## src/rtl/serial_addsub.sv

```systemverilog
// serial_addsub: multi-cycle adder/subtractor. Processes DIGIT bits per clock,
// LSB first, across a WIDTH-bit operand pair. One operation in flight.
//
// Ports:
//   clk        rising-edge clock
//   rst        synchronous, active-high reset
//   in_valid   operand/command valid
//   in_ready   block can accept an operation (registered)
//   a, b       operands (WIDTH bits)
//   cin        carry-in (add) / borrow-in (subtract)
//   sub        0 = add, 1 = subtract (a - b - cin)
//   out_valid  result valid (registered)
//   out_ready  consumer accepts the result
//   sum        result (WIDTH bits); partial contents while computing
//   cout       carry out of the MSB; in subtract mode 1 = no borrow
//   ovf        two's-complement signed overflow
module serial_addsub #(
  parameter int WIDTH = 8,
  parameter int DIGIT = 1
) (
  input  logic             clk,
  input  logic             rst,
  input  logic             in_valid,
  output logic             in_ready,
  input  logic [WIDTH-1:0] a,
  input  logic [WIDTH-1:0] b,
  input  logic             cin,
  input  logic             sub,
  output logic             out_valid,
  input  logic             out_ready,
  output logic [WIDTH-1:0] sum,
  output logic             cout,
  output logic             ovf
);

  localparam int N  = WIDTH / DIGIT;
  localparam int CW = (N > 1) ? $clog2(N) : 1;

  if (WIDTH < 2 || DIGIT < 1 || DIGIT > WIDTH || (WIDTH % DIGIT) != 0) begin : g_bad_params
    $error("serial_addsub: WIDTH must be >= 2 and DIGIT must divide WIDTH");
  end

  typedef enum logic [1:0] {
    IDLE,
    RUN,
    DONE
  } state_t;

  state_t           state;
  logic [WIDTH-1:0] a_r;
  logic [WIDTH-1:0] b_r;
  logic             carry;
  logic [CW-1:0]    cnt;
  logic [WIDTH-1:0] sum_r;
  logic             cout_r;
  logic             ovf_r;
  logic             out_valid_r;
  logic             in_ready_r;

  logic [DIGIT:0]   dsum;
  logic             c_msb;
  logic [WIDTH-1:0] dig_top;
  logic [WIDTH-1:0] sum_next;

  always_comb begin
    dsum     = {1'b0, a_r[DIGIT-1:0]} + {1'b0, b_r[DIGIT-1:0]} + {{DIGIT{1'b0}}, carry};
    // Carry into the digit's top bit recovered from that bit's sum: s = a ^ b ^ c.
    c_msb    = dsum[DIGIT-1] ^ a_r[DIGIT-1] ^ b_r[DIGIT-1];
    dig_top  = WIDTH'(dsum[DIGIT-1:0]) << (WIDTH - DIGIT);
    sum_next = (sum_r >> DIGIT) | dig_top;
  end

  always_ff @(posedge clk) begin
    if (rst) begin
      state       <= IDLE;
      a_r         <= '0;
      b_r         <= '0;
      carry       <= 1'b0;
      cnt         <= '0;
      sum_r       <= '0;
      cout_r      <= 1'b0;
      ovf_r       <= 1'b0;
      out_valid_r <= 1'b0;
      in_ready_r  <= 1'b0;
    end else begin
      case (state)
        IDLE: begin
          in_ready_r <= 1'b1;
          if (in_valid && in_ready_r) begin
            a_r        <= a;
            b_r        <= sub ? ~b : b;
            carry      <= cin ^ sub;
            cnt        <= '0;
            in_ready_r <= 1'b0;
            state      <= RUN;
          end
        end
        RUN: begin
          a_r   <= a_r >> DIGIT;
          b_r   <= b_r >> DIGIT;
          sum_r <= sum_next;
          carry <= dsum[DIGIT];
          cnt   <= cnt + 1'b1;
          if (cnt == CW'(N - 1)) begin
            cout_r      <= dsum[DIGIT];
            ovf_r       <= c_msb ^ dsum[DIGIT];
            out_valid_r <= 1'b1;
            state       <= DONE;
          end
        end
        DONE: begin
          if (out_ready) begin
            out_valid_r <= 1'b0;
            in_ready_r  <= 1'b1;
            state       <= IDLE;
          end
        end
        default: state <= IDLE;
      endcase
    end
  end

  assign in_ready  = in_ready_r;
  assign out_valid = out_valid_r;
  assign sum       = sum_r;
  assign cout      = cout_r;
  assign ovf       = ovf_r;

endmodule
```

## config.mk

```make
export PLATFORM = sky130hd
export DESIGN_NAME = serial_addsub
export DESIGN_NICKNAME = d
export VERILOG_FILES = /design/src/rtl/serial_addsub.sv
export SDC_FILE = /design/constraint.sdc
export NUM_CORES = 1
export LEC_CHECK = 0
export CORE_MARGIN = 2
export CORE_UTILIZATION = 50
export CTS_CLUSTER_DIAMETER = 60
export DETAILED_ROUTE_END_ITERATION = 6
export GPL_TIMING_DRIVEN = 1
export MAX_ROUTING_LAYER = met4
export PLACE_DENSITY_LB_ADDON = 0.2
export SLEW_MARGIN = 20
export SYNTH_ARGS = -nofsm -noshare
export SYNTH_HDL_FRONTEND = slang
export SYNTH_SLANG_ARGS = --single-unit
```

## constraint.sdc

```tcl
create_clock -name clk -period 2.28 [get_ports clk]
set_clock_uncertainty 0.05 [all_clocks]
set_input_delay 0.228 -clock clk [delete_from_list [all_inputs] [get_ports clk]]
set_output_delay 0.228 -clock clk [all_outputs]
set_load 0.03 [all_outputs]
```

# Word level (Yosys, flattened, before mapping)
# Cells that the tools add are included.
# word_totals
output_inout_bits,12
input_bits,22
ff_bits,34
# classes
mux,19
add_sub_neg,3
bitwise_logic,6
n_eq_ne,6
reduce_logical,10
# op_table
operator,n
case mux 8 bit (2 select lines),2
two-way mux 8 bit,3
NOT 8 bit,1
bitwise OR 7 x 8 -> 8 bit,1
two-way mux 2 bit,3
inequality test 2 bit (second input constant),3
case mux 1 bit (2 select lines),3
case mux 2 bit (3 select lines),1
case mux 3 bit (2 select lines),1
AND reduction 2 bit,3
AND reduction 3 bit,2
nonzero test 2 bit,3
two-way mux 1 bit,5
XOR 1 bit,4
adder 3 x 1 -> 3 bit (second input constant),1
== test 3 bit (second input constant),1
two-way mux 3 bit,1
adder 1 x 1 -> 2 bit,1
adder 2 x 1 -> 2 bit,1
== test 2 x 1 -> 1 bit (second input constant),1
== test 2 bit (second input constant),1
zero test 2 bit,1
logical AND 1 bit,1

# Longest topological paths before layout
# logic_depth
ltp_word,5
mapped_depth,6
mapped_depth_nobuf,5

# Least setup slack after synthesis
# Ideal clock, no wire load.
# synth_path
path_kind,register to register
startpoint,register a_r[0]
endpoint,"register ovf_r, in the netlist ovf"
t_required_ns,2.139
path_stages_with_launch,5
arrival_ns,1.331
path_buffers,0
slack_ns,0.808
path_cell_list,dfxtp_1 -> fa_1 -> xnor2_1 -> xnor2_1 -> a311oi_1
# synth_between
elab_chain_len,5
# synth_rtl
element,line,source
from (decl),50,logic [WIDTH-1:0] a_r;
from (signal assigned),99,a_r <= a_r >> DIGIT;
adder 1 x 1 -> 2 bit,66,"dsum = {1'b0, a_r[DIGIT-1:0]} + {1'b0, b_r[DIGIT-1:0]} + {{DIGIT{1'b0}}, carry};"
adder 2 x 1 -> 2 bit,66,
named net dsum[0],60,logic [DIGIT:0] dsum;
XOR 1 bit (2 in series),68,c_msb = dsum[DIGIT-1] ^ a_r[DIGIT-1] ^ b_r[DIGIT-1];
XOR 1 bit,106,ovf_r <= c_msb ^ dsum[DIGIT];
to (signal assigned),106,
to (decl),56,logic ovf_r;
# The timed path passes the listed nets, and every way through them passes these cells.
# A chain may end at the register's enable or synchronous reset.

# Worst setup path after layout
# layout_path
startpoint,register state[0]
endpoint,register a_r[6]
# layout_between
elab_chain_len,3
elab_cells_between_ends,6
cone_classes,eq/ne: 2; mux: 1; reduce/logical: 3
# layout_rtl
element,line,source
from (decl),49,state_t state;
from (signal assigned),75,state <= IDLE;
from (signal assigned),95,state <= RUN;
from (signal assigned),108,state <= DONE;
== test 2 x 1 -> 1 bit or zero test 2 bit (tied branches),86,case (state)
nonzero test 2 bit (no line) or inequality test 2 bit (tied branches),-,
AND reduction 2 bit (no line),-,
# Several ways; a longest one is shown, not always the timed one.

==> results.json <==
{
  "synth_edf_count": 0,
  "rr_worst_depth": 4,
  "drt-pass1-iter-count": 4,
  "slew_violations": 0,
  "rows": 20,
  "grtUsageMet3_pct": 6.494,
  "p_per_area_nw_per_um2": 645.0,
  "hold_path_end": "a_r[7]",
  "setup_violations": 0,
  "layout_common_cells": "dfxtp_1 (34), nand2_1 (33), clkdlybuf4s50_1 (33)",
  "rsz0062_at_grt": "no",
  "seq_area_um2": 680.7,
  "grt_util_all_layers_pct": 21.10,
  "grt_pass1_vias": 1218,
  "finalHoldViolations": 0,
  "fin_util_pct": 64.92,
  "ctsResizeCount": 0,
  "viasPerCell": 5.453,
  "dp_hpwl_um": 2383,
  "cts_tree": "done",
  "clock_path_buffers": 2,
  "power_mw": 1.257,
  "pin_count": 34,
  "synth_cell_types": 33,
  "post-route-drc-count": 0,
  "status": "finished, final reports clean",
  "synth_ff_type": "dfxtp_1",
  "worst_setup_path_end_kind": "flop",
  "yosys_warnings": 0,
  "hold_path_class": "in -> reg",
  "synth_area_per_cell_um2": 8.773,
  "final_common_cell": "dfxtp_1",
  "syn_to_final_growth_pct": 25.54,
  "syn-num-nets": 202,
  "vias": 1325,
  "drive_above_1_share_pct": 9.048,
  "fmax_ghz": 0.5428,
  "min_path_cells": 3,
  "max_cap_viol_count": 0,
  "antenna_found_initial": 0,
  "ys_async_sr_fraction_pct": 0,
  "tns_ps": 0,
  "grtUsageMet2_pct": 32.45,
  "grt_first_pass_wirelength_um": 5402,
  "path_cells": "and2b_1 > buf_4 > nand2_1 > a311oi_1",
  "grt_max_degree": 20,
  "fin_crit_sh_pct": 80.81,
  "wirelength_um": 3312,
  "path_clk_slew_ps": 100,
  "ys_seq_area_share_pct": 43.84,
  "ctsHoldBuffers": 0,
  "cts_made_buffers": 5,
  "crit_cells": 4,
  "diodes": 0,
  "tightest_slew_ps": 757.7,
  "fillers": 264,
  "grt.overflow.total": 0,
  "critical_path.top_delay_family": "simple AND/OR/NAND/NOR gates",
  "worst-path-max-fanout": 16,
  "io_buffers": 33,
  "cts.sink_count": 34,
  "gp_congestion": 0.7741,
  "path_class": "reg -> reg",
  "die_area_um2": 3567,
  "insertion_delay_ps": 340,
  "worstPathArrival_ps": 2040,
  "r2r_end": "a_r[6]",
  "htreeDepth": 2,
  "required_ps": 2480,
  "dp.cells": 235,
  "die_w_um": 59.73,
  "multiInputGateArea_um2": 754.5,
  "cts-root-buf": "clkbuf_4",
  "initialDrtViolationCount": 77,
  "ir_drop_v": 0.0003071,
  "finalCriticalPeriod_ps": 1842,
  "slowest_stage": "dfxtp_1",
  "floorplan.initialDensity_pct": 51.71,
  "timing.reg2reg.setup_slack_ps": 440,
  "ant_nets": 0,
  "power.leakage_nw": 0.6982,
  "synthesis.area_um2": 1553,
  "r2r_start": "state[0]",
  "avgRoutedWirePerCell_um": 13.63,
  "final_cells": 243,
  "slew_headroom_pct": 49.33,
  "critPathLaunchType": "flop",
  "fin_nets": 234,
  "gr-max-usage-layer": "met2",
  "slowest_delay_ps": 540,
  "critPathBufInv": 1,
  "fp.dieH_um": 59.73,
  "synth_seq_cells": 34,
  "post-cts-setup-buffers": 0,
  "core-area_um2": 3003,
  "min_from": "a[7]",
  "syn_inst": 177,
  "met1_usage_pct": 26.13
}
[cell families (layout without fill, tap and decap cells)]
logic type	count (synthesis)	in the layout	share of synthesized area (%)
AOI/OAI and AO/OA	56	56	24.42
xor gates and xnor gates	12	12	6.769
adders and majority gates	3	3	2.901
buffers and inverters	24	57	7.574
DFF	34	34	43.84
muxes	1	1	0.6447
and+or+nand+nor	47	47	13.86
[power breakdown]
group | switching [mW] | total (mW) | internal [mW]
Combinational | 0.122 | 0.247 | 0.125
Clock | 0.197 | 0.345 | 0.148
Sequential | 0.0300 | 0.665 | 0.635
[cells in the mapped netlist (all sizes together), types with 3 or more instances]
library cell	n	area (um^2)
a21oi	25	128.9
a221oi	8	76.32
a311oi	8	70.07
buf	9	61.31
clkbuf	4	15.01
dfxtp	34	680.7
inv	11	41.29
nand2	33	123.9
nand2b	3	21.27
nor2	5	21.27
o21a	8	60.06
o21ai	4	20.02
xnor2	11	96.34
[layer usage]
layer / up-vias / part of all wire [%] / routed length [um]
li1: 680 / - / -
met1: 610 / 47 / 1559
met2: 29 / 47 / 1562
met3: 6 / 4.2 / 138
met4: 0 / 1.6 / 52
met5: - / 0 / 0
[tightest hold or removal path: stages]
cell,delay [ps]
clkdlybuf4s50_1,410
nand2_1,60
a21oi_1,60
[state kept, by name (all words and copies together) (netlist names)]
register,count
b_r,8
ovf,1
in_ready,1
state,2
sum,8
out_valid,1
a_r,8
cout,1
carry,1
cnt,3
[worst max-delay path by stage]
stage               startpoint      to  slack [ps]
global placement      state[0]  a_r[2]         540
CTS                   state[0]  a_r[6]         420
floorplan               a_r[0]     ovf         810
global route          state[0]  a_r[2]         210
finish                state[0]  a_r[6]         440
detailed placement    state[0]  a_r[0]         450
[metrics by stage]
stage          setup WS, ps  hold slack (ps)  instance area (um^2)
2_1_floorplan         808.0            314.0                  1553
3_5_place_dp          450.8            401.1                  1886
4_1_cts               420.9            387.0                  1949
3_3_place_gp          543.8            398.1                  1886
5_1_grt               207.7            420.3                  1949
6_report              437.6            402.4                  1949
[area by class of cell]
type                    count  area share, %
well taps                  33          2.118
multi-input cells         119          38.70
clock buffers               6          2.632
flip-flops and latches     34          34.92
repair buffers             38          18.87
clock inverters             2         0.6418
inverters                  11          2.118
Note: power is estimated with default switching activity, not from simulation.
